$ cat src/rtl/sdio_seq_pkg.sv
// Shared constants for the SD card bring-up sequencer: control-port register map,
// CMD-register bit layout, response-type codes and abort causes.
package sdio_seq_pkg;

    localparam logic [2:0] ADDR_CMD = 3'd0;
    localparam logic [2:0] ADDR_ARG = 3'd1;
    localparam logic [2:0] ADDR_PHY = 3'd4;

    localparam int CMD_BUSY_BIT = 14;
    localparam int CMD_ERR_BIT  = 15;

    typedef enum logic [1:0] {
        R_NONE = 2'd0,
        R1     = 2'd1,
        R2     = 2'd2,
        R1b    = 2'd3
    } resp_t;

    // R3/R6/R7 are all 48-bit short responses, same framing as R1
    localparam resp_t R3 = R1;
    localparam resp_t R6 = R1;
    localparam resp_t R7 = R1;

    typedef enum logic [3:0] {
        ERR_NONE      = 4'h0,
        ERR_WB        = 4'h1,
        ERR_TIMEOUT   = 4'h2,
        ERR_CMD       = 4'h3,
        ERR_ECHO      = 4'h4,
        ERR_NOT_READY = 4'h5,
        ERR_RCA       = 4'h6
    } err_code_t;

    function automatic logic [31:0] cmd_word(input resp_t rt, input logic [5:0] idx);
        return {22'd0, rt, 2'b01, idx};
    endfunction

endpackage

$ cat src/rtl/sdio_init_seq_if.sv
// Wishbone link between the bring-up sequencer (master) and sdio_top's control port.
interface sdio_init_seq_if;
    logic        cyc;
    logic        stb;
    logic        we;
    logic [2:0]  addr;
    logic [31:0] wdata;
    logic [3:0]  sel;
    logic        stall;
    logic        ack;
    logic        err;
    logic [31:0] rdata;

    modport master (output cyc, stb, we, addr, wdata, sel, input stall, ack, err, rdata);
    modport slave  (input cyc, stb, we, addr, wdata, sel, output stall, ack, err, rdata);
endinterface

$ cat src/rtl/sdio_wb_xfer.sv
// Single-transaction Wishbone master: req launches one cycle, done/err pulse the cycle cyc drops.
// Holds stb through i_wb_stall; req is only honoured while the bus is idle.
module sdio_wb_xfer (
    input  logic        clk,
    input  logic        reset,
    input  logic        req,
    input  logic        we,
    input  logic [2:0]  addr,
    input  logic [31:0] wdata,
    output logic        done,
    output logic        err,
    output logic [31:0] rdata,
    sdio_init_seq_if.master wb
);

    assign wb.sel = 4'hf;

    always_ff @(posedge clk) begin
        if (!reset) begin
            wb.cyc   <= 1'b0;
            wb.stb   <= 1'b0;
            wb.we    <= 1'b0;
            wb.addr  <= '0;
            wb.wdata <= '0;
            done     <= 1'b0;
            err      <= 1'b0;
            rdata    <= '0;
        end else begin
            done <= 1'b0;
            err  <= 1'b0;
            if (!wb.cyc) begin
                if (req) begin
                    wb.cyc   <= 1'b1;
                    wb.stb   <= 1'b1;
                    wb.we    <= we;
                    wb.addr  <= addr;
                    wb.wdata <= wdata;
                end
            end else begin
                if (wb.stb && !wb.stall)
                    wb.stb <= 1'b0;
                if (wb.ack || wb.err) begin
                    wb.cyc <= 1'b0;
                    wb.stb <= 1'b0;
                    done   <= 1'b1;
                    err    <= wb.err;
                    rdata  <= wb.rdata;
                end
            end
        end
    end

endmodule

$ cat src/rtl/sdio_init_seq.sv
// Card bring-up sequencer: PHY slow, CMD0/8/(55+41)*/2/3/7, PHY fast; reports RCA/OCR.
// Each command is ARG write, CMD write, CMD polls until not busy, then an ARG read.
module sdio_init_seq
    import sdio_seq_pkg::*;
#(
    parameter int          LGTIMEOUT  = 20,
    parameter int          MAX_ACMD41 = 1000,
    parameter logic [31:0] PHY_SLOW   = 32'h0000_00fc,
    parameter logic [31:0] PHY_FAST   = 32'h0000_0102
) (
    input  logic        clk,
    input  logic        reset,
    input  logic        i_start,
    output logic        o_busy,
    output logic        o_done,
    output logic        o_err,
    output logic [3:0]  o_err_code,
    output logic [15:0] o_rca,
    output logic [31:0] o_ocr,
    sdio_init_seq_if.master wb
);

    localparam int ACW = $clog2(MAX_ACMD41 + 1);

    // Encoded in sequence order so the normal advance is state + 1
    localparam logic [3:0] S_IDLE     = 4'd0;
    localparam logic [3:0] S_PHY_SLOW = 4'd1;
    localparam logic [3:0] S_CMD0     = 4'd2;
    localparam logic [3:0] S_CMD8     = 4'd3;
    localparam logic [3:0] S_CMD55    = 4'd4;
    localparam logic [3:0] S_ACMD41   = 4'd5;
    localparam logic [3:0] S_CMD2     = 4'd6;
    localparam logic [3:0] S_CMD3     = 4'd7;
    localparam logic [3:0] S_CMD7     = 4'd8;
    localparam logic [3:0] S_PHY_FAST = 4'd9;
    localparam logic [3:0] S_DONE     = 4'd10;
    localparam logic [3:0] S_ERROR    = 4'd11;

    localparam logic [1:0] P_ARG  = 2'd0;
    localparam logic [1:0] P_CMD  = 2'd1;
    localparam logic [1:0] P_POLL = 2'd2;
    localparam logic [1:0] P_RSP  = 2'd3;

    logic [3:0]           state;
    logic [1:0]           phase;
    logic                 pend;
    logic [LGTIMEOUT-1:0] poll_cnt;
    logic [ACW-1:0]       acmd_cnt;
    logic [ACW-1:0]       acmd_nxt;

    logic        x_req, x_we, x_done, x_err, is_phy;
    logic [2:0]  x_addr;
    logic [31:0] x_wdata, x_rdata;
    logic [5:0]  cmd_idx;
    resp_t       cmd_rt;
    logic [31:0] cmd_arg;

    always_comb begin
        cmd_idx = 6'd0;
        cmd_rt  = R_NONE;
        cmd_arg = 32'h0;
        case (state)
            S_CMD8:   begin cmd_idx = 6'd8;  cmd_rt = R7;  cmd_arg = 32'h0000_01AA; end
            S_CMD55:  begin cmd_idx = 6'd55; cmd_rt = R1;  end
            S_ACMD41: begin cmd_idx = 6'd41; cmd_rt = R3;  cmd_arg = 32'h40FF_8000; end
            S_CMD2:   begin cmd_idx = 6'd2;  cmd_rt = R2;  end
            S_CMD3:   begin cmd_idx = 6'd3;  cmd_rt = R6;  end
            S_CMD7:   begin cmd_idx = 6'd7;  cmd_rt = R1b; cmd_arg = {o_rca, 16'h0}; end
            default:  ;
        endcase
    end

    assign o_busy   = (state != S_IDLE);
    assign o_done   = (state == S_DONE);
    assign o_err    = (state == S_ERROR);
    assign is_phy   = (state == S_PHY_SLOW) || (state == S_PHY_FAST);
    assign acmd_nxt = acmd_cnt + 1'b1;

    assign x_req   = o_busy && !o_done && !o_err && !pend;
    assign x_we    = is_phy || (phase == P_ARG) || (phase == P_CMD);
    assign x_addr  = is_phy ? ADDR_PHY :
                     ((phase == P_CMD) || (phase == P_POLL)) ? ADDR_CMD : ADDR_ARG;
    assign x_wdata = is_phy ? ((state == S_PHY_SLOW) ? PHY_SLOW : PHY_FAST) :
                     (phase == P_ARG) ? cmd_arg : cmd_word(cmd_rt, cmd_idx);

    always_ff @(posedge clk) begin
        if (!reset) begin
            state      <= S_IDLE;
            phase      <= P_ARG;
            pend       <= 1'b0;
            poll_cnt   <= '0;
            acmd_cnt   <= '0;
            o_err_code <= '0;
            o_rca      <= '0;
            o_ocr      <= '0;
        end else begin
            if (x_req)
                pend <= 1'b1;
            case (state)
                S_IDLE: if (i_start) begin
                    state      <= S_PHY_SLOW;
                    phase      <= P_ARG;
                    acmd_cnt   <= '0;
                    o_err_code <= ERR_NONE;
                end
                S_DONE, S_ERROR: state <= S_IDLE;
                default: if (x_done) begin
                    pend <= 1'b0;
                    if (x_err) begin
                        state <= S_ERROR; o_err_code <= ERR_WB;
                    end else if (is_phy) begin
                        state <= state + 4'd1;
                    end else begin
                        case (phase)
                            P_ARG: phase <= P_CMD;
                            P_CMD: begin phase <= P_POLL; poll_cnt <= '0; end
                            P_POLL: begin
                                if (x_rdata[CMD_BUSY_BIT]) begin
                                    if (&poll_cnt) begin
                                        state <= S_ERROR; o_err_code <= ERR_TIMEOUT;
                                    end else
                                        poll_cnt <= poll_cnt + 1'b1;
                                end else if (x_rdata[CMD_ERR_BIT] && state != S_CMD8) begin
                                    state <= S_ERROR; o_err_code <= ERR_CMD;
                                // CMD8 error means a v1 card: no echo to check
                                end else if (cmd_rt == R_NONE || x_rdata[CMD_ERR_BIT]) begin
                                    state <= state + 4'd1; phase <= P_ARG;
                                end else
                                    phase <= P_RSP;
                            end
                            default: begin
                                phase <= P_ARG;
                                case (state)
                                    S_CMD8: if (x_rdata[11:0] != 12'h1AA) begin
                                        state <= S_ERROR; o_err_code <= ERR_ECHO;
                                    end else
                                        state <= state + 4'd1;
                                    S_ACMD41: begin
                                        o_ocr <= x_rdata;
                                        if (x_rdata[31])
                                            state <= state + 4'd1;
                                        else if (acmd_nxt == ACW'(MAX_ACMD41)) begin
                                            state <= S_ERROR; o_err_code <= ERR_NOT_READY;
                                        end else begin
                                            acmd_cnt <= acmd_nxt;
                                            state    <= S_CMD55;
                                        end
                                    end
                                    S_CMD3: begin
                                        o_rca <= x_rdata[31:16];
                                        if (x_rdata[31:16] == 16'h0) begin
                                            state <= S_ERROR; o_err_code <= ERR_RCA;
                                        end else
                                            state <= state + 4'd1;
                                    end
                                    default: state <= state + 4'd1;
                                endcase
                            end
                        endcase
                    end
                end
            endcase
        end
    end

    sdio_wb_xfer u_xfer (
        .clk   (clk),
        .reset (reset),
        .req   (x_req),
        .we    (x_we),
        .addr  (x_addr),
        .wdata (x_wdata),
        .done  (x_done),
        .err   (x_err),
        .rdata (x_rdata),
        .wb    (wb)
    );

endmodule

$ cat src/flat_wrapper.sv
// flat-port wrapper written by rule: the top's interface ports become plain ports
module sdio_init_seq_flat import sdio_seq_pkg::*;
#(
    parameter int          LGTIMEOUT  = 20,
    parameter int          MAX_ACMD41 = 1000,
    parameter logic [31:0] PHY_SLOW   = 32'h0000_00fc,
    parameter logic [31:0] PHY_FAST   = 32'h0000_0102
)
  (clk, reset, i_start, o_busy, o_done, o_err, o_err_code, o_rca, o_ocr, wb_cyc, wb_stb, wb_we, wb_addr, wb_wdata, wb_sel, wb_stall, wb_ack, wb_err, wb_rdata);
  sdio_init_seq_if wb_i ();
  input  logic clk;
  input  logic reset;
  input  logic i_start;
  output logic o_busy;
  output logic o_done;
  output logic o_err;
  output logic [3:0] o_err_code;
  output logic [15:0] o_rca;
  output logic [31:0] o_ocr;
  output wire logic [$bits(wb_i.cyc)-1:0] wb_cyc;
  output wire logic [$bits(wb_i.stb)-1:0] wb_stb;
  output wire logic [$bits(wb_i.we)-1:0] wb_we;
  output wire logic [$bits(wb_i.addr)-1:0] wb_addr;
  output wire logic [$bits(wb_i.wdata)-1:0] wb_wdata;
  output wire logic [$bits(wb_i.sel)-1:0] wb_sel;
  input wire logic [$bits(wb_i.stall)-1:0] wb_stall;
  input wire logic [$bits(wb_i.ack)-1:0] wb_ack;
  input wire logic [$bits(wb_i.err)-1:0] wb_err;
  input wire logic [$bits(wb_i.rdata)-1:0] wb_rdata;
  assign wb_cyc = wb_i.cyc;
  assign wb_stb = wb_i.stb;
  assign wb_we = wb_i.we;
  assign wb_addr = wb_i.addr;
  assign wb_wdata = wb_i.wdata;
  assign wb_sel = wb_i.sel;
  assign wb_i.stall = wb_stall;
  assign wb_i.ack = wb_ack;
  assign wb_i.err = wb_err;
  assign wb_i.rdata = wb_rdata;
  sdio_init_seq #(.LGTIMEOUT(LGTIMEOUT), .MAX_ACMD41(MAX_ACMD41), .PHY_SLOW(PHY_SLOW), .PHY_FAST(PHY_FAST)) u_core (.clk(clk), .reset(reset), .i_start(i_start), .o_busy(o_busy), .o_done(o_done), .o_err(o_err), .o_err_code(o_err_code), .o_rca(o_rca), .o_ocr(o_ocr), .wb(wb_i));
endmodule
$ cat config.mk
export PLATFORM = sky130hd
export DESIGN_NAME = sdio_init_seq_flat
export DESIGN_NICKNAME = d
export VERILOG_FILES = /design/src/rtl/sdio_seq_pkg.sv /design/src/rtl/sdio_init_seq_if.sv /design/src/rtl/sdio_wb_xfer.sv /design/src/rtl/sdio_init_seq.sv /design/src/flat_wrapper.sv
export SDC_FILE = /design/constraint.sdc
export NUM_CORES = 1
export LEC_CHECK = 0
export CAP_MARGIN = 40
export CORE_MARGIN = 8
export CORE_UTILIZATION = 50
export DETAILED_ROUTE_END_ITERATION = 8
export GPL_TIMING_DRIVEN = 0
export PLACE_DENSITY = 0.83
export SLEW_MARGIN = 20
export SYNTH_ARGS = -nofsm -noshare
export SYNTH_HDL_FRONTEND = slang
export SYNTH_HIERARCHICAL = 1
export SYNTH_SLANG_ARGS = --single-unit
$ cat constraint.sdc
create_clock -name clk -period 4 [get_ports clk]
set_input_delay 0.4 -clock clk [delete_from_list [all_inputs] [get_ports clk]]
set_output_delay 0.4 -clock clk [all_outputs]
set_load 0.005 [all_outputs]
==> reports/summary.txt <==
site row count: 44
proportion of layout cells with a drive suffix above 1: 6.71%
clock root buffer: clkbuf_16
Routed wire per std cell: 17.5 um
Lkg Pwr: 3.30 nW
drt drc: 0
hold crit path type: flip-flop to flip-flop
largest net degree at the start of global routing: 17
VDD IR max: 0.320 mV
hold buffers post-CTS: 0
Final setup violation count: 0
total power: 3.79 mW
top_reg_cell synth: dfxtp_1
Slew @ Worst Pin: 760 ps
Max Slew Vio Count: 0
die width: 138 um
vias in the first global route: 6,660
Period minus WS final: 3630 ps
final antenna diode count: 0
worst path required time: 3600 ps
slew margin rel.: 49.2%
top cell type's share of synthesized area: 43.3%
async set-reset flop share out of synthesis: 0%
setup TNS: 0 ps
clock-pin slew on the worst setup and hold paths: 70 ps
Clock Skews: 9.95 ps
first-pass GRT wire length: 34,100 um
Yosys top cell by area: dfxtp_1
Setup crit start kind: flip-flop
non-filler cells, final: 1,242
most common cell after layout, fill and taps aside: nand2_1
Inst Count DP: 1,210
Area contributors post-synth: dfxtp_1 43%, nand2_1 8.8%, a21oi_1 5.1%, a22o_1 3.8%, a21boi_0 3.8%
fmax: 275 MHz
CTS tree: done
Cell Pwr Density: 397 nW/um^2
clk sinks: 160
Syn Inst Count: 888
CP Data Arrival Time: 3230 ps
RSZ-0062 raised after global routing: no
Ys Warns: 6
DP Wirelength: 15,900 um
Worst setup EP type: output pin
vias per std cell: 5.70
Vert. Die Dim: 138 um
Ports: 135
Antenna Nets Post-Route: 0
clk_lat worst skew: 440 ps
Synth cell types: 70
Post-synth EDFFs: 0
antenna violations before repair: 0
register area share after synthesis: 43.3%
critical path fanouts, max: 10
CTS max path bufs: 2
number of synthesized register bits: 160
GR Overflow Total: 0
Area Overhead vs Synth: 28.9%
total track usage: 22.8%
Pre-antenna DRT Iters: 5
Max-Cap Viols: 0
Final Hold Fails: 0
average size of a mapped cell: 8.32 um^2
Mapped Area: 7390 um^2
Core Area: 14,500 um^2
Initial Utilization: 51.0%
most frequent cells in the layout: 174 x nand2_1, 160 x dfxtp_1, 129 x clkdlybuf4s50_1
final wirelength: 21,800 um
H-tree Lvls: 4
run status: complete, no violations
Nets: 1,093
Inserted Clock Buffers: 17
number of DRC markers in iteration 0: 539
die area: 18,900 um^2
GP Congestion: 0.979
critical path type: flip-flop to output pin
via count: 7,074
post-cts sizing count: 0
Tcrit/Tclk final: 90.8%
IO Port Bufs: 129
# Post-CTS Setup Buffers: 0
==> cell families after synthesis <==
| kind of cell | count (synthesis) | share of synthesized area, % |
|---|---|---|
| AND/OR/NAND/NOR | 362 | 23.4 |
| AO/OA/AOI/OAI | 238 | 21.9 |
| flip-flops | 160 | 43.3 |
| buffers and inverters | 83 | 5.32 |
| multiplexers | 21 | 2.84 |
| XOR/XNOR | 12 | 1.42 |
| adder cells (fa/ha/maj) | 10 | 1.69 |
| other | 2 | 0.102 |
==> cell type report <==
cell class | count | area (um^2)
clock inverters | 14 | 143
clock buffers | 18 | 439
multi-input cells | 654 | 3830
repair buffers | 129 | 1290
well taps | 184 | 230
flip-flops and latches | 160 | 3200
inverters | 18 | 67.6
fillers | 1203 | 4950
plain buffers | 65 | 325
==> state kept, by name, indices dropped and copies added (netlist names), 2 cells and up <==
name and count:
u_core/acmd_cnt 10, u_core/u_xfer/rdata 32, u_core/phase 2, u_core/state 4, u_core/o_err_code 3, u_core/o_rca 16
u_core/u_xfer/wb.wdata 32, u_core/o_ocr 32, u_core/u_xfer/wb.addr 3, u_core/poll_cnt 20
==> through the flow <==
stage	area (um^2)	setup WS [ps]	hold slack, ps	util, %
after global routing	9530	177	475	65.8
after CTS	9530	397	455	65.8
after global placement	8950	871	442	61.8
after floorplan	7420	1630	440	-
final	9530	369	452	65.8
after detailed placement	8950	890	446	61.8
==> cell usage after synthesis (all sizes together), types with 8 or more instances <==
cell     instances
o21ai           28
xnor2            8
a21oi           76
o211ai           9
a22o            32
and2            20
nand2b           8
nand3           21
a2111oi          8
nor3            12
nand2          174
clkbuf          34
inv             18
nor2            50
mux2i           21
nor2b           23
dfxtp          160
ha              10
a21boi          37
nand4            8
buf             31
==> power breakdown <==
part           switching (mW)  internal [mW]
combinational           0.281          0.207
clock                   0.712          0.892
sequential             0.0488           1.64
total                    1.04           2.74
==> worst paths after layout <==
kind,startpoint,endpoint,slack (ps),depth (start not counted)
max,u_core/state[0],o_busy,370,8
min,u_core/u_xfer/wb.wdata[7],u_core/u_xfer/wb.wdata[7],450,2
max reg2reg,u_core/state[0],u_core/acmd_cnt[0],910,8
min reg2reg,u_core/u_xfer/wb.wdata[7],u_core/u_xfer/wb.wdata[7],450,2
==> metal layers <==
layer | share of wire (%) | vias up | GRT usage [%]
li1 | - | 3436 | -
met1 | 43 | 3296 | 29.1
met2 | 46 | 307 | 35.1
met3 | 10 | 35 | 8.24
met4 | 1.5 | 0 | 6.94
met5 | 0 | - | 0
==> critical path, cell delays in order (launching register included) <==
cell and delay, ps:
dfxtp_1 450, inv_1 160, ha_1 300, clkbuf_1 230
and2_1 230, clkbuf_1 250, inv_1 140, clkbuf_1 410
clkdlybuf4s50_1 610
Power figures use the tool's default switching activity.
